<file path="config.mk">
export PLATFORM = sky130hd
export DESIGN_NAME = char_buf_arb_flat
export DESIGN_NICKNAME = d
export VERILOG_FILES = /design/src/rtl/char_buf_arb_if.sv /design/src/rtl/char_buf_arb.sv /design/src/flat_wrapper.sv
export SDC_FILE = /design/constraint.sdc
export NUM_CORES = 1
export LEC_CHECK = 0
export CAP_MARGIN = 20
export CORE_MARGIN = 8
export CORE_UTILIZATION = 45
export DETAILED_ROUTE_END_ITERATION = 6
export DONT_BUFFER_PORTS = 1
export PLACE_DENSITY_LB_ADDON = 0.2
export SLEW_MARGIN = 10
export SYNTH_ARGS = -nofsm -noshare
export SYNTH_HDL_FRONTEND = slang
export SYNTH_SLANG_ARGS = --single-unit
export TNS_END_PERCENT = 50
</file>
<file path="constraint.sdc">
create_clock -name CLK50MHz -period 3.4 [get_ports CLK50MHz]
set_clock_uncertainty 0.15 [all_clocks]
set_input_delay 1.02 -clock CLK50MHz [delete_from_list [all_inputs] [get_ports CLK50MHz]]
set_output_delay 1.02 -clock CLK50MHz [all_outputs]
set_load 0.1 [all_outputs]
</file>
<file path="src/rtl/char_buf_arb_if.sv">
// rtl/char_buf_arb_if.sv - requester, RAM and status signals of the character buffer arbiter
interface char_buf_arb_if;
    logic        R_REQ;
    logic [15:0] R_ADDR;
    logic        R_GNT;
    logic        R_VALID;
    logic [15:0] R_DATA;

    logic        C_REQ;
    logic        C_WE;
    logic [15:0] C_ADDR;
    logic [15:0] C_WDATA;
    logic        C_GNT;
    logic        C_VALID;
    logic [15:0] C_RDATA;

    logic [15:0] MEM_ADDR;
    logic        MEM_WE;
    logic [15:0] MEM_WDATA;
    logic [15:0] MEM_RDATA;

    logic        ERR;

    modport master (
        output R_REQ, R_ADDR, C_REQ, C_WE, C_ADDR, C_WDATA, MEM_RDATA,
        input  R_GNT, R_VALID, R_DATA, C_GNT, C_VALID, C_RDATA,
               MEM_ADDR, MEM_WE, MEM_WDATA, ERR
    );

    modport slave (
        input  R_REQ, R_ADDR, C_REQ, C_WE, C_ADDR, C_WDATA, MEM_RDATA,
        output R_GNT, R_VALID, R_DATA, C_GNT, C_VALID, C_RDATA,
               MEM_ADDR, MEM_WE, MEM_WDATA, ERR
    );
endinterface

</file>
<file path="src/rtl/char_buf_arb.sv">
// rtl/char_buf_arb.sv - renderer/CPU arbiter for the character buffer in shared RAM
module char_buf_arb #(
    parameter logic [15:0] CHA_BUF_BASE  = 16'h0000,
    parameter int          CHA_BUF_WORDS = 1200,
    parameter int          STARVE_MAX    = 4
) (
    input  logic          CLK50MHz,
    input  logic          RESETn,
    char_buf_arb_if.slave bus
);
    localparam logic [16:0] WORDS_LIM = 17'(CHA_BUF_WORDS);
    localparam logic [3:0]  SMAX      = 4'(STARVE_MAX);

    logic [3:0]  starve_cnt;
    logic        cpu_first;
    logic        r_xfer;
    logic        c_xfer;
    logic        xfer;
    logic        rd_issue;
    logic [15:0] off;
    logic        oor;

    logic        t1_valid, t1_owner, t1_oor;
    logic        t2_valid, t2_owner, t2_oor;

    // The CPU only overrides the renderer once it has lost STARVE_MAX times in a row.
    assign cpu_first   = (starve_cnt == SMAX);
    assign bus.R_GNT   = RESETn && bus.R_REQ && !(bus.C_REQ && cpu_first);
    assign bus.C_GNT   = RESETn && bus.C_REQ && (!bus.R_REQ || cpu_first);

    assign r_xfer   = bus.R_REQ && bus.R_GNT;
    assign c_xfer   = bus.C_REQ && bus.C_GNT;
    assign xfer     = r_xfer || c_xfer;
    assign rd_issue = r_xfer || (c_xfer && !bus.C_WE);
    assign off      = r_xfer ? bus.R_ADDR : bus.C_ADDR;
    assign oor      = ({1'b0, off} >= WORDS_LIM);

    always_ff @(posedge CLK50MHz or negedge RESETn) begin
        if (!RESETn) begin
            starve_cnt <= 4'd0;
        end else if (!bus.C_REQ || c_xfer) begin
            starve_cnt <= 4'd0;
        end else if (r_xfer && starve_cnt != SMAX) begin
            starve_cnt <= starve_cnt + 4'd1;
        end
    end

    always_ff @(posedge CLK50MHz or negedge RESETn) begin
        if (!RESETn) begin
            bus.MEM_ADDR  <= 16'h0000;
            bus.MEM_WE    <= 1'b0;
            bus.MEM_WDATA <= 16'h0000;
            bus.ERR       <= 1'b0;
        end else begin
            bus.MEM_WE <= c_xfer && bus.C_WE && !oor;
            if (xfer) begin
                bus.MEM_ADDR  <= CHA_BUF_BASE + off;
                bus.MEM_WDATA <= bus.C_WDATA;
                if (oor) begin
                    bus.ERR <= 1'b1;
                end
            end
        end
    end

    // Tag stage 2 lines up with the cycle in which MEM_RDATA answers the sampled address.
    always_ff @(posedge CLK50MHz or negedge RESETn) begin
        if (!RESETn) begin
            t1_valid    <= 1'b0;
            t1_owner    <= 1'b0;
            t1_oor      <= 1'b0;
            t2_valid    <= 1'b0;
            t2_owner    <= 1'b0;
            t2_oor      <= 1'b0;
            bus.R_VALID <= 1'b0;
            bus.C_VALID <= 1'b0;
            bus.R_DATA  <= 16'h0000;
            bus.C_RDATA <= 16'h0000;
        end else begin
            t1_valid    <= rd_issue;
            t1_owner    <= c_xfer;
            t1_oor      <= oor;
            t2_valid    <= t1_valid;
            t2_owner    <= t1_owner;
            t2_oor      <= t1_oor;
            bus.R_VALID <= t2_valid && !t2_owner;
            bus.C_VALID <= t2_valid && t2_owner;
            if (t2_valid) begin
                if (t2_owner) begin
                    bus.C_RDATA <= t2_oor ? 16'h0000 : bus.MEM_RDATA;
                end else begin
                    bus.R_DATA  <= t2_oor ? 16'h0000 : bus.MEM_RDATA;
                end
            end
        end
    end
endmodule

</file>
<file path="src/flat_wrapper.sv">
// flat-port wrapper written by rule: the top's interface ports become plain ports
module char_buf_arb_flat 
#(
    parameter logic [15:0] CHA_BUF_BASE  = 16'h0000,
    parameter int          CHA_BUF_WORDS = 1200,
    parameter int          STARVE_MAX    = 4
)
  (CLK50MHz, RESETn, bus_R_REQ, bus_R_ADDR, bus_C_REQ, bus_C_WE, bus_C_ADDR, bus_C_WDATA, bus_MEM_RDATA, bus_R_GNT, bus_R_VALID, bus_R_DATA, bus_C_GNT, bus_C_VALID, bus_C_RDATA, bus_MEM_ADDR, bus_MEM_WE, bus_MEM_WDATA, bus_ERR);
  char_buf_arb_if bus_i ();
  input  logic CLK50MHz;
  input  logic RESETn;
  input wire logic [$bits(bus_i.R_REQ)-1:0] bus_R_REQ;
  input wire logic [$bits(bus_i.R_ADDR)-1:0] bus_R_ADDR;
  input wire logic [$bits(bus_i.C_REQ)-1:0] bus_C_REQ;
  input wire logic [$bits(bus_i.C_WE)-1:0] bus_C_WE;
  input wire logic [$bits(bus_i.C_ADDR)-1:0] bus_C_ADDR;
  input wire logic [$bits(bus_i.C_WDATA)-1:0] bus_C_WDATA;
  input wire logic [$bits(bus_i.MEM_RDATA)-1:0] bus_MEM_RDATA;
  output wire logic [$bits(bus_i.R_GNT)-1:0] bus_R_GNT;
  output wire logic [$bits(bus_i.R_VALID)-1:0] bus_R_VALID;
  output wire logic [$bits(bus_i.R_DATA)-1:0] bus_R_DATA;
  output wire logic [$bits(bus_i.C_GNT)-1:0] bus_C_GNT;
  output wire logic [$bits(bus_i.C_VALID)-1:0] bus_C_VALID;
  output wire logic [$bits(bus_i.C_RDATA)-1:0] bus_C_RDATA;
  output wire logic [$bits(bus_i.MEM_ADDR)-1:0] bus_MEM_ADDR;
  output wire logic [$bits(bus_i.MEM_WE)-1:0] bus_MEM_WE;
  output wire logic [$bits(bus_i.MEM_WDATA)-1:0] bus_MEM_WDATA;
  output wire logic [$bits(bus_i.ERR)-1:0] bus_ERR;
  assign bus_i.R_REQ = bus_R_REQ;
  assign bus_i.R_ADDR = bus_R_ADDR;
  assign bus_i.C_REQ = bus_C_REQ;
  assign bus_i.C_WE = bus_C_WE;
  assign bus_i.C_ADDR = bus_C_ADDR;
  assign bus_i.C_WDATA = bus_C_WDATA;
  assign bus_i.MEM_RDATA = bus_MEM_RDATA;
  assign bus_R_GNT = bus_i.R_GNT;
  assign bus_R_VALID = bus_i.R_VALID;
  assign bus_R_DATA = bus_i.R_DATA;
  assign bus_C_GNT = bus_i.C_GNT;
  assign bus_C_VALID = bus_i.C_VALID;
  assign bus_C_RDATA = bus_i.C_RDATA;
  assign bus_MEM_ADDR = bus_i.MEM_ADDR;
  assign bus_MEM_WE = bus_i.MEM_WE;
  assign bus_MEM_WDATA = bus_i.MEM_WDATA;
  assign bus_ERR = bus_i.ERR;
  char_buf_arb #(.CHA_BUF_BASE(CHA_BUF_BASE), .CHA_BUF_WORDS(CHA_BUF_WORDS), .STARVE_MAX(STARVE_MAX)) u_core (.CLK50MHz(CLK50MHz), .RESETn(RESETn), .bus(bus_i));
endmodule
</file>
=== After elaboration in Yosys (flattened, before gate mapping) ===
Index checks and enable logic that the tools add are counted.

* Add/subtract/negate cells: 1
* $lt $le $gt $ge: 1
* Eq/ne operators: 2
* Multiplexer cells: 4
* Bitwise operators: 1
* Reductions and logical operators: 27

{| class="wikitable"
|+ Operators by type and width
! operator !! count
|-
| 16-bit two-way mux || 2
|-
| 16-bit by 11-bit greater-or-equal comparator with 1-bit output, second input constant || 1
|-
| 1-bit logical AND || 13
|-
| 4-bit two-way mux || 2
|-
| 1-bit logical NOT || 6
|-
| 2-bit AND reduction || 3
|-
| 4-bit by 1-bit adder with 4-bit output, second input constant || 1
|-
| 4-bit by 3-bit == test with 1-bit output, second input constant || 1
|-
| 1-bit logical OR || 4
|-
| 4-bit by 3-bit inequality test with 1-bit output, second input constant || 1
|-
| 2-bit nonzero test || 1
|-
| 1-bit NOT || 1
|}

* Bits in registers: 78
* Input bits: 69
* Output and inout port bits: 70
* Word-level logic and storage cells: 51

=== Longest topological paths before layout ===
Gate-level depths: netlist of the first run.

* Word-level depth: 9
* Gate-level depth with buffers: 8
* Gate-level depth less buffers: 7

=== Worst setup path after synthesis of the first run ===
Ideal clock, no wire load.

* Kind: input -> output
* Start point: input bus_C_REQ
* End point: output bus_C_GNT
* Arrival time: 2173 ps
* Required time: 2230 ps
* Path slack: 57 ps
* Cell stages on the path: 4
* Path buffers: 1
* Cells stage by stage: clkbuf_2 and2_2 a21bo_2 inv_1

* Word-level cells in the longest chain between the ends: 2

{| class="wikitable"
|+ RTL lines
! element !! line !! text
|-
| start, declared || flat_wrapper.sv:14 || <nowiki>input wire logic [$bits(bus_i.C_REQ)-1:0] bus_C_REQ;</nowiki>
|-
| 1-bit logical AND (2 in series) || char_buf_arb.sv:29 || <nowiki>assign bus.C_GNT = RESETn && bus.C_REQ && (!bus.R_REQ || cpu_first);</nowiki>
|-
| end, declared || flat_wrapper.sv:22 || <nowiki>output wire logic [$bits(bus_i.C_GNT)-1:0] bus_C_GNT;</nowiki>
|}

No other way between the ends.

=== Worst setup path in the final report of the first run ===
* Start point: register u_core.starve_cnt[0]
* End point: output bus_C_GNT

* Word-level cells in the longest chain between the ends: 3

{| class="wikitable"
|+ RTL lines
! element !! line !! text
|-
| start, declared || char_buf_arb.sv:14 || <nowiki>logic [3:0] starve_cnt;</nowiki>
|-
| start signal, assigned || char_buf_arb.sv:44 || <nowiki>starve_cnt <= starve_cnt + 4'd1;</nowiki>
|-
| 4-bit by 3-bit == test with 1-bit output || char_buf_arb.sv:27 || <nowiki>assign cpu_first = (starve_cnt == SMAX);</nowiki>
|-
| 1-bit logical OR || char_buf_arb.sv:29 ||
|-
| 1-bit logical AND || char_buf_arb.sv:29 ||
|}

No other way between the ends.

==> impl_metrics.tcl, run 1 <==
set metrics [dict create \
    drc 0 \
    cp-end-kind "output port" \
    port_buffers 0 \
    synth_edf_count 0 \
    worstSetupStartpointType "flip-flop" \
    timing.critical_path.cells "inv_1 > ha_1 > nand3b_1 > a21bo_2 > inv_1 > buf_4" \
    globalRoute.totalOverflow 0 \
    ctsResizeCount 0 \
    via_count 2199 \
    fin_ws_ns 0.3604 \
    synth_area_leaders "dfrtp_1, nand2_1, o21ai_0, nand2b_1, nor2_1" \
    htree_levels 3 \
    row_count 31 \
    timing.slew.headroom_pct 33.29 \
    dpl.hpwl_um 5420 \
    final_hold_viol_count 0 \
    synth_top_area_share_pct 60.51 \
    avgViaCountPerCell 5.044 \
    dp_cells 420 \
    cts_buffers 9 \
    antenna_cells 0 \
    final_common_cell "nand2_1" \
    holdBufCountCts 0 \
    crit_required_ns 2.23 \
    final-setup-viol-count 0 \
    synth_cell_types 36 \
    critPathMaxFanout 7 \
    dp_slack_ns 0.4596 \
    core_um2 7098 \
    fin_crit_sh_pct 89.40 \
    wl_per_cell_um 16.95 \
    critPathKind "flip-flop to output port" \
    finalSetupTns_ns 0 \
    hold_ws_ns 0.1972 \
    clk_pin_slew_ns 0.08 \
    powerDensity_nw_per_um2 745.7 \
    numClockSinks 78 \
    routed_wl_um 7389 \
    io-pin-count 139 \
    die_w_um 100.7 \
    cap_violations 0 \
    cts_tree "yes" \
    critPathMostFrequentCell "inv_1" \
    grt_pass1_wl_um 11760 \
    leakagePower_nw 1.622 \
    grt_max_degree 91 \
    ant_nets 0 \
    synth_nets 404 \
    gp_congestion 0.7082 \
    post-route-util_pct 49.34 \
    clock.fmax_ghz 0.3290 \
    ys_seq_area_share_pct 60.51 \
    slew_violations 0 \
    ys.warnings.count 0 \
    worst_pin_slew_ns 1.001 \
    min_period_ns 3.040 \
    postCtsSetupBuffers 0 \
    worstHoldPathType "flip-flop to flip-flop" \
    grt_pass1_vias 2256 \
    async_flop_share_pct 100.0 \
    worst_path_largest_cell_delay_ns 0.40 \
    ir_worst_vdd_uv 261.1 \
    most-common-layout-cells "nand2_1, dfrtp_1, o21ai_0" \
    area_delta_synth_final_pct 8.573 \
    syn-instance-count 333 \
    synthFlopType "dfrtp_1" \
    initial_utilization_pct 45.44 \
    nets 403 \
    synth_top_area_cell "dfrtp_1" \
    ys_seq_elements 78 \
    fin_cells 436 \
    root_buffer "clkbuf_8" \
    synth.avg_cell_area_um2 9.686 \
    die_h_um 100.7 \
    clkLatencyLatePin_ns 0.34 \
    dieArea_um2 10130 \
    clock_path_buffers 2 \
    syn_area_um2 3226 \
    rsz0062_at_grt "no" \
    drive_above_1_share_pct 9.792 \
    drtIter0Drc 84 \
    critPathSlowestCell "dfrtp_1" \
    dr.pass1.iters 4 \
    status "finished clean" \
    gr-usage-all-layers_pct 14.84 \
    cp.arrival_ns 1.87 \
    antenna_found_initial 0 \
]
-- final timing paths --
kind                                      start  slack, ns  cells past startpoint                      end
setup / recovery           u_core.starve_cnt[0]       0.36                      6                bus_C_GNT
hold / removal                    u_core.t1_oor       0.20                      0            u_core.t2_oor
setup reg to reg           u_core.starve_cnt[0]       1.35                      8  u_core.bus.MEM_ADDR[13]
hold reg to reg                   u_core.t1_oor       0.20                      0            u_core.t2_oor
max in group asynchronous                RESETn       2.77                      0  u_core.bus.MEM_WDATA[0]
min in group asynchronous                RESETn       0.21                      0       u_core.bus.R_VALID
-- layout make-up --
cell class,instances,area (um^2)
multi-input cells,229,1152
clock buffers,10,137.6
inverters,8,30.03
repair buffers,6,45.04
flip-flops and latches,78,1952
well taps,99,123.9
clock inverters,6,61.31
fillers,682,3596
-- through the flow --
| stage | power (mW) | instance area, um^2 |
|---|---|---|
| 3_3_place_gp | 1.944 | 3303 |
| 6_report | 2.611 | 3502 |
| 3_5_place_dp | 1.952 | 3303 |
| 4_1_cts | 2.644 | 3502 |
| 2_1_floorplan | 1.903 | 3226 |
| 5_1_grt | 2.729 | 3502 |
-- worst max-delay path, delay by kind of cell (launching register included) --
kind / cells / cell delay, ns
buf+inv: 3 / 0.44
flops: 1 / 0.40
compound gates: 1 / 0.30
fa+ha+maj: 1 / 0.23
simple gates: 1 / 0.16
-- cells by family after synthesis --
family | count (synthesis) | share of synthesized area, %
AOI/OAI and AO/OA | 64 | 12.06
adders and majority gates | 2 | 0.7757
buffers and inverters | 26 | 3.762
DFF | 78 | 60.51
muxes | 1 | 0.3103
and+or+nand+nor | 162 | 22.58
-- report_power, final --
part	total (mW)	switching, mW	internal [mW]
logic	0.146	0.0872	0.0590
registers	1.78	0.771	1.01
clock network	0.688	0.331	0.357
total	2.61	1.19	1.42
-- per-layer routing --
| metal | wire (um) | track usage (%) |
|---|---|---|
| met1 | 2884 | 16.99 |
| met2 | 3467 | 22.98 |
| met3 | 947 | 7.320 |
| met4 | 89 | 6.279 |
| met5 | 0 | 0 |
-- sequential cells by signal, summed over array words and instances, names as in the netlist, 4 cells and up --
register / flops
u_core.bus.MEM_WDATA: 16
u_core.bus.MEM_ADDR: 16
u_core.bus.R_DATA: 16
u_core.starve_cnt: 4
u_core.bus.C_RDATA: 16
-- synth_stat cells (2+ instances only) --
cell type	instances
a211o_1	2
clkbuf_1	12
o22ai_1	6
dfrtp_1	78
and2_1	3
o21a_1	3
clkbuf_8	2
nand3b_1	2
nand2b_1	17
ha_1	2
a31oi_1	12
and3_2	2
nand3_1	3
inv_1	7
nor2_1	21
buf_2	2
nand2_1	107
o21ai_0	34
No activity file was read; power rests on OpenSTA's default activity.
==> run 2: changes to the inputs <==
--- a/config.mk
+++ b/config.mk
@@ -6,8 +6,10 @@
 export NUM_CORES = 1
 export LEC_CHECK = 0
 export CAP_MARGIN = 20
+export CELL_PAD_IN_SITES_DETAIL_PLACEMENT = 1
+export CELL_PAD_IN_SITES_GLOBAL_PLACEMENT = 2
 export CORE_MARGIN = 8
-export CORE_UTILIZATION = 45
+export CORE_UTILIZATION = 38
 export DETAILED_ROUTE_END_ITERATION = 6
 export DONT_BUFFER_PORTS = 1
 export PLACE_DENSITY_LB_ADDON = 0.2
==> impl_metrics.tcl, run 2 (synthesis results as in run 1) <==
set metrics [dict create \
    status "finished clean" \
    cp.arrival_ns 1.85 \
    cap_violations 0 \
    area_delta_synth_final_pct 10.12 \
    gp_congestion 0.7388 \
    dpl.hpwl_um 6349 \
    fill_cells 957 \
    crit_required_ns 2.23 \
    met2_usage_pct 22.84 \
    cts_buffers 9 \
    worst_pin_slew_ns 0.9629 \
    grt_pass1_wl_um 13160 \
    row_count 33 \
    ir_worst_vdd_uv 264.0 \
    intPower_mw 1.435 \
    gr-max-usage-layer "met2" \
    globalRoute.totalOverflow 0 \
    worstSetupStartpointType "flip-flop" \
    net-switching-power_mw 1.219 \
    final_common_cell "nand2_1" \
    drtIter0Drc 69 \
    critPathMaxFanout 7 \
    io-pin-count 139 \
    grt_use_met3_pct 6.127 \
    fin_ws_ns 0.3819 \
    die_w_um 108.1 \
    most-common-layout-cells "nand2_1, dfrtp_1, o21ai_0" \
    routed_wl_um 8590 \
    final_hold_viol_count 0 \
    cp_num_buf_inv 3 \
    numClockSinks 78 \
    grt_pass1_vias 2407 \
    drc 0 \
    ant_nets 0 \
    finalSetupTns_ns 0 \
    pwr-share-seq_pct 66.6 \
    port_buffers 0 \
    timing.critical_path.cells "inv_1 > ha_1 > nand3b_1 > a21bo_2 > inv_1 > buf_12" \
    holdBufCountCts 0 \
    initial_utilization_pct 39.26 \
    worstHoldPathType "flip-flop to flip-flop" \
    critPathSlowestCell "dfrtp_1" \
    clk_pin_slew_ns 0.08 \
    htree_levels 3 \
    clock.fmax_ghz 0.3313 \
    gr-usage-all-layers_pct 14.42 \
    cp_top_family "flip-flops" \
    dr.pass1.iters 4 \
    fin_crit_sh_pct 88.77 \
    rsz0062_at_grt "no" \
    ctsResizeCount 0 \
    dp_slack_ns 0.4667 \
    min_period_ns 3.018 \
    critPathKind "flip-flop to output port" \
    drive_above_1_share_pct 10.06 \
    swShare_pct 45.94 \
    dieArea_um2 11690 \
    antenna_cells 0 \
    die_h_um 108.1 \
    clock_path_buffers 2 \
    core_um2 8217 \
    clkPwrFrac_pct 27.0 \
    leakagePower_nw 1.632 \
    antenna_found_initial 0 \
    root_buffer "clkbuf_8" \
    comb_power_share_pct 6.4 \
    cts_tree "yes" \
    hold_ws_ns 0.1974 \
    cp-end-kind "output port" \
    worst_path_largest_cell_delay_ns 0.40 \
    wl_per_cell_um 19.39 \
    final-setup-viol-count 0 \
    via_count 2279 \
    critPathMostFrequentCell "inv_1" \
    slew_violations 0 \
    timing.slew.headroom_pct 35.80 \
    grt_max_degree 91 \
    avgViaCountPerCell 5.144 \
    postCtsSetupBuffers 0 \
    met1_usage_pct 16.94 \
    powerDensity_nw_per_um2 747.2 \
    nets 404 \
    clkLatencyLatePin_ns 0.34 \
]
[run 2: changes by cell type in the layout (fill, tap and decap cells not counted)]
cell / delta
buf_12: +2
buf_4: -2
clkinv_2: -2
inv_6: +2
buf_6: +1
clkinv_4: -1
clkinvlp_4: +1
[run 2: path summary, 6_finish.rpt]
path | from | end | slack, ns | cells after the start
max in group asynchronous | RESETn | u_core.bus.C_RDATA[13] | 2.74 | 0
min in group asynchronous | RESETn | u_core.bus.MEM_ADDR[8] | 0.21 | 0
worst min register to register | u_core.t1_owner | u_core.t2_owner | 0.20 | 0
worst max-delay path | u_core.starve_cnt[0] | bus_C_GNT | 0.38 | 6
worst min-delay path | u_core.t1_owner | u_core.t2_owner | 0.20 | 0
worst max register to register | u_core.starve_cnt[0] | u_core.bus.MEM_WE | 1.21 | 8
[run 2: per-stage QoR]
step	instances	area, um^2	utilization (%)	total power [mW]
floorplan	333	3226	-	1.903
global placement	426	3336	40.60	1.958
detailed placement	426	3336	40.60	1.968
CTS	442	3541	43.09	2.686
global route	443	3552	43.23	2.760
finish	443	3552	43.23	2.654
[run 2: area by class of cell]
class / count / area [um^2] / share of cell area [%]
clock buffers: 10 / 137.6 / 3.875
multi-input cells: 229 / 1152 / 32.44
clock inverters: 6 / 67.56 / 1.902
repair buffers: 7 / 81.33 / 2.290
well taps: 105 / 131.4 / 3.698
inverters: 8 / 30.03 / 0.8454
flip-flops and latches: 78 / 1952 / 54.95
[run 2: power groups by stage]
stage | sequential, mW | clock, mW | combinational, mW
after floorplan | 1.77 | 0 | 0.130
final | 1.77 | 0.716 | 0.170
after detailed placement | 1.80 | 0 | 0.172
after global placement | 1.79 | 0 | 0.165
after CTS | 1.78 | 0.738 | 0.172
after global routing | 1.78 | 0.780 | 0.196
[run 2: metal layers]
metal / wire length, um / share of wire (%) / vias up
li1: - / - / 1090
met1: 3459 / 40 / 1100
met2: 4145 / 48 / 81
met3: 908 / 11 / 8
met4: 76 / 0.88 / 0
met5: 0 / 0 / -
==> patch 1 (flow settings as in run 1) <==
Reset style: synchronous (`RESETn`), changed in 3 clocked blocks.
--- a/src/rtl/char_buf_arb.sv
+++ b/src/rtl/char_buf_arb.sv
@@ -35,7 +35,7 @@
     assign off      = r_xfer ? bus.R_ADDR : bus.C_ADDR;
     assign oor      = ({1'b0, off} >= WORDS_LIM);
 
-    always_ff @(posedge CLK50MHz or negedge RESETn) begin
+    always_ff @(posedge CLK50MHz) begin
         if (!RESETn) begin
             starve_cnt <= 4'd0;
         end else if (!bus.C_REQ || c_xfer) begin
@@ -45,7 +45,7 @@
         end
     end
 
-    always_ff @(posedge CLK50MHz or negedge RESETn) begin
+    always_ff @(posedge CLK50MHz) begin
         if (!RESETn) begin
             bus.MEM_ADDR  <= 16'h0000;
             bus.MEM_WE    <= 1'b0;
@@ -64,7 +64,7 @@
     end
 
     // Tag stage 2 lines up with the cycle in which MEM_RDATA answers the sampled address.
-    always_ff @(posedge CLK50MHz or negedge RESETn) begin
+    always_ff @(posedge CLK50MHz) begin
         if (!RESETn) begin
             t1_valid    <= 1'b0;
             t1_owner    <= 1'b0;
Check against the original RTL: differs if RESETn is asserted again (counterexample within 4 cycles, from zero or initial values and one cycle with RESETn low); with RESETn held inactive, the same outputs for 10 cycles.
==> patch 1 against run 1 <==
Cell area shrank 4.6%. Routed wire length grew 7.1%. Maximum frequency grew 6.8%. Synthesized area shrank 6.2%. Sequential cell count is the same. Core utilization grew 0.94 points. Setup slack gained 0.19 ns. Total power shrank 24%. Largest power group unchanged.
==> patch 1: results (changes against run 1) <==
[global_route]
grt_pass1_wl_um=12230  ; was 11,760 um
grt_max_degree=68  ; was 91
grt_use_total=0.1598  ; was 0.1484
grt_pass1_vias=2300  ; was 2,256

[power_and_ir_drop]
leakagePower_uw=0.001243  ; was 0.001622 uW
clock_net_power_uw=604  ; was 688 uW
ir_worst_vdd_mv=0.2227  ; was 0.2611 mV
swShare=0.3477  ; was 0.4553
p_per_area_mw_per_mm2=591.3  ; was 745.7 mW/mm2
share_comb_of_total_power=0.105  ; was 0.056

[layout]
layout-drive-gt1-share=0.1054  ; was 0.09792
final_nets=455  ; was 403
antennaDiodeCount=0  ; unchanged
stdcell_count=469  ; was 436

[synthesis]
ys_top_cells_by_count=nand2_1 (133), dfxtp_1 (78), a21oi_1 (51), nor2_1 (23), nor2b_1 (17)  ; was nand2_1 (107), dfrtp_1 (78), o21ai_0 (34), nor2_1 (21), nand2b_1 (17)
synth_area_leaders=dfxtp_1 (52%), nand2_1 (16%), a21oi_1 (8.4%)  ; was dfrtp_1 (61%), nand2_1 (12%), o21ai_0 (5.3%)
synthCells=378  ; was 333
synth_seq_area_share=0.5159  ; was 0.6051
synth_cell_types=33  ; was 36
syn_nets=449  ; was 404
async_reset_ff_frac=0  ; was 1.000

[routing]
wl_met2_um=3652  ; was 3467 um
wirelength_met1_um=3149  ; was 2884 um
drt_iter0_markers=107  ; was 84
route.met3.wl_um=955  ; was 947 um
avgViaCountPerCell=5.345  ; was 5.044
wl_per_cell_um=16.87  ; was 16.95 um

[place]
place.gp.congestion=0.7275  ; was 0.7082
pre_cts_ws_ns=0.6210  ; was 0.4596 ns
hpwl_um=5761  ; was 5420 um
placed_cell_area_mm2=0.003166  ; was 0.003303 mm2

[outcome]
outcome=finished clean  ; unchanged

[critical_path]
crit_arrival_ns=1.68  ; was 1.87 ns
cp_max_fo=18  ; was 7
cpMaxStageDelayCell=dfxtp_1  ; was dfrtp_1
critPathMaxStageDelay_ns=0.37  ; was 0.40 ns
cpLargestDelayFamily=flip-flops  ; was buffers and inverters

[sta]
max_slew_margin=0.3334  ; was 0.3329

## patch 1: cell count changes in the layout (fill, tap and decap cells not counted), sizes merged, moves of 3 or more
cell,change
a21oi,+50
a311oi,+15
a31oi,-12
buf,+14
dfrtp,-78
dfxtp,+78
nand2,+26
nand2b,-16
nor2b,+17
o21a,-3
o21ai,-32
o22ai,-6
## patch 1: metal layers
| metal | vias to the layer above | track usage |
|---|---|---|
| met3 | 13 | 0.08321 |
| met2 | 97 | 0.2455 |
| met5 | - | 0 |
| met1 | 1143 | 0.1773 |
| met4 | 0 | 0.07914 |
| li1 | 1254 | - |
## patch 1: through the flow
step | utilization | hold slack [ns]
floorplan | - | 0.2619
global placement | 0.4765 | 0.2708
detailed placement | 0.4765 | 0.2711
CTS | 0.5017 | 0.2896
global route | 0.5028 | 0.3221
finish | 0.5028 | 0.2862
## patch 1: layout make-up
class / instances / area (um2)
Sequential cell: 78 / 1562
Inverter: 6 / 27.53
Fill cell: 679 / 3303
Tap cell: 80 / 100.1
Clock buffer: 12 / 145.1
Multi-Input combinational cell: 269 / 1334
Timing Repair Buffer: 20 / 150.1
Clock inverter: 4 / 22.52
## patch 1: kinds of logic after synthesis
kind of cell	after synthesis	synth area share
buffers and inverters	31	0.04713
adders and majority gates	2	0.008267
AOI/OAI and AO/OA	77	0.1604
xor gates and xnor gates	1	0.002894
and+or+nand+nor	189	0.2654
DFF	78	0.5159
## patch 1: worst paths after layout
check                                           from                 to  slack [ns]  cells after the start
worst min-delay path                 u_core.t1_owner    u_core.t2_owner        0.29                      1
worst max register to register  u_core.starve_cnt[0]  u_core.bus.MEM_WE        1.37                      7
worst max-delay path            u_core.starve_cnt[0]          bus_R_GNT        0.55                      5
worst min register to register       u_core.t1_owner    u_core.t2_owner        0.29                      1
==> patch 2 (flow settings as in run 1) <==
Without the edit above. `CHA_BUF_WORDS` is set to 1200 in 2 places; all go to 900.
--- a/src/rtl/char_buf_arb.sv
+++ b/src/rtl/char_buf_arb.sv
@@ -1,7 +1,7 @@
 // rtl/char_buf_arb.sv - renderer/CPU arbiter for the character buffer in shared RAM
 module char_buf_arb #(
     parameter logic [15:0] CHA_BUF_BASE  = 16'h0000,
-    parameter int          CHA_BUF_WORDS = 1200,
+    parameter int          CHA_BUF_WORDS = 900,
     parameter int          STARVE_MAX    = 4
 ) (
     input  logic          CLK50MHz,
--- a/src/flat_wrapper.sv
+++ b/src/flat_wrapper.sv
@@ -2,7 +2,7 @@
 module char_buf_arb_flat 
 #(
     parameter logic [15:0] CHA_BUF_BASE  = 16'h0000,
-    parameter int          CHA_BUF_WORDS = 1200,
+    parameter int          CHA_BUF_WORDS = 900,
     parameter int          STARVE_MAX    = 4
 )
   (CLK50MHz, RESETn, bus_R_REQ, bus_R_ADDR, bus_C_REQ, bus_C_WE, bus_C_ADDR, bus_C_WDATA, bus_MEM_RDATA, bus_R_GNT, bus_R_VALID, bus_R_DATA, bus_C_GNT, bus_C_VALID, bus_C_RDATA, bus_MEM_ADDR, bus_MEM_WE, bus_MEM_WDATA, bus_ERR);
Function: changed (Yosys sat finds a counterexample within 4 cycles, from zero or initial values and one cycle with RESETn low).
==> patch 2 against run 1 <==
Total power down 5.0%. Routed wire length up 4.2%. Worst hold slack better by 0.0029 ns. Maximum frequency up 4.0%. Cell area is essentially flat. Count of clock-buffer cells in the layout decreased by 1. Synthesized area fell by 0.47%. Non-clock buffer count fell by 1. Via count is 1.4% lower. Global-route usage rose by 0.62 points. Sequential cell count unchanged. Setup slack gained 0.12 ns. Core utilization increased by 1.6 points. Largest cell class unchanged.
==> patch 2: results (changes against run 1) <==
[critical_path]
required_ns=2.23  ; about the same
worstRegToRegCells=8  ; unchanged
endpoint=bus_C_GNT  ; unchanged
path_class=flop to output pin  ; unchanged
regToRegSetupSlack_ns=1.28  ; was 1.35 ns
cpMaxStageDelayCell=dfrtp_1  ; unchanged
timing.rr.end=u_core.bus.MEM_WE  ; was u_core.bus.MEM_ADDR[13]
cp_max_fo=7  ; unchanged
critPathMaxStageDelay_ns=0.40  ; about the same

[layout]
antennaDiodeCount=0  ; unchanged
layout-drive-gt1-share=0.09259  ; was 0.09792
final_nets=390  ; was 403
fill_cells=644  ; was 682

[global_route]
grt_use_total=0.1546  ; was 0.1484
grt_util_met1=0.1724  ; was 0.1699
grt_pass1_wl_um=12080  ; was 11,760 um
antenna_found_initial=0  ; unchanged
grt_max_degree=87  ; was 91
grt_pass1_vias=2224  ; was 2,256
grt_use_met3=0.06837  ; was 0.07320
grt_use_met2=0.2492  ; was 0.2298

[synthesis]
async_reset_ff_frac=1.000  ; unchanged
synth_area_leaders=dfrtp_1 (61%), nand2_1 (11%), o21ai_0 (6.2%)  ; was dfrtp_1 (61%), nand2_1 (12%), o21ai_0 (5.3%)
synth_compound_area_frac=0.1161  ; was 0.1206
synth_flop_cell=dfrtp_1  ; unchanged
yosys_warnings=0  ; unchanged
synth_cell_types=33  ; was 36
muxShareOfSynthArea=0.04716  ; was 0.003103
synthAdderAreaFrac=0.007794  ; was 0.007758
synth_seq_area_share=0.6080  ; was 0.6051
ys_top_cells_by_count=nand2_1 (96), dfrtp_1 (78), o21ai_0 (40), nand2b_1 (17), mux2i_1 (14)  ; was nand2_1 (107), dfrtp_1 (78), o21ai_0 (34), nor2_1 (21), nand2b_1 (17)

[cts]
ctsRootBufferMaster=clkbuf_8  ; unchanged
post-cts-setup-buffers=0  ; unchanged
cts.path.max_buffers=2  ; unchanged
clk_latency_ns=0.33
cts_buffers=9  ; unchanged
clk_pin_slew_worst_paths_ns=0.07
cts_resized=0  ; unchanged

[routing]
dr.pass1.iters=4  ; unchanged
drt_iter0_markers=58  ; was 84
avgViaCountPerCell=5.162  ; was 5.044
wl_met2_um=3789  ; was 3467 um
top_layer_used=met4  ; unchanged
route.met3.wl_um=913  ; was 947 um
wirelength_met1_um=2908  ; was 2884 um
drt_wl_total_um=7703  ; was 7389 um

[job]
maxCapViolations=0  ; unchanged

[hold_path]
hold_depth=0  ; unchanged
worstHoldStart=u_core.t1_oor  ; unchanged
hold_class=flop to flop  ; unchanged
min_to=u_core.t2_oor  ; unchanged

[power_and_ir_drop]
ir_worst_vdd_mv=0.3029  ; was 0.2611 mV
p_sw_uw=1158  ; was 1189 uW
leakagePower_uw=0.001678  ; was 0.001622 uW

[place]
placed_cell_area_mm2=0.003334  ; was 0.003303 mm2
place.gp.congestion=0.8523  ; was 0.7082
hpwl_um=5770  ; was 5420 um
io_buffer_count=0  ; unchanged

[outcome]
outcome=finished clean  ; unchanged

[sta]
worst_pin_slew_ns=1.022  ; was 1.001 ns

## patch 2: cell types whose count changed in the layout (fill, tap and decap cells not counted), sizes merged, moves of 3 or more
cell | run 1 | this run
a21oi | 1 | 4
a31oi | 12 | 0
and2 | 4 | 0
inv | 8 | 11
mux2i | 1 | 14
nand2 | 107 | 96
nor2 | 21 | 5
o21ai | 35 | 48
o22ai | 6 | 2
## patch 2: metrics by stage
stage               hold WS [ns]  setup WS (ns)  instances  utilization
finish                    0.2002         0.4760        420       0.5095
global route              0.1874         0.3696        420       0.5095
CTS                       0.1958         0.4453        420       0.5095
detailed placement        0.1847         0.4972        404       0.4854
global placement          0.1824         0.5044        404       0.4854
floorplan                 0.1812       0.003121        318            -
## patch 2: cell families (layout without fill, tap and decap cells)
kind of cell,count (synthesis),in the layout
multiplexers,15,15
flip-flops,78,78
adder cells (fa/ha/maj),2,2
AND/OR/NAND/NOR,133,133
buffers and inverters,26,32
AO/OA/AOI/OAI,64,64
## patch 2: layout make-up
cell class / count / area (um2) / share of cell area
flip-flops and latches: 78 / 1952 / 0.5577
inverters: 11 / 41.29 / 0.01180
multi-input cells: 214 / 1171 / 0.3346
well taps: 96 / 120.1 / 0.03432
clock buffers: 9 / 123.9 / 0.03540
repair buffers: 5 / 50.05 / 0.01430
clock inverters: 7 / 41.29 / 0.01180
## patch 2: power groups by stage
stage          Combinational (uW)  Clock, uW  Sequential (uW)
6_report                      143        586             1750
3_3_place_gp                  140          0             1770
4_1_cts                       146        612             1760
5_1_grt                       166        653             1770
3_5_place_dp                  146          0             1780
2_1_floorplan                 124          0             1750
## patch 2: critical path: cells and delay by family, from the launching register on
family	cells	cell delay, ns
compound gates	1	0.36
fa+ha+maj	1	0.20
buf+inv	2	0.31
flops	1	0.40
simple gates	1	0.15
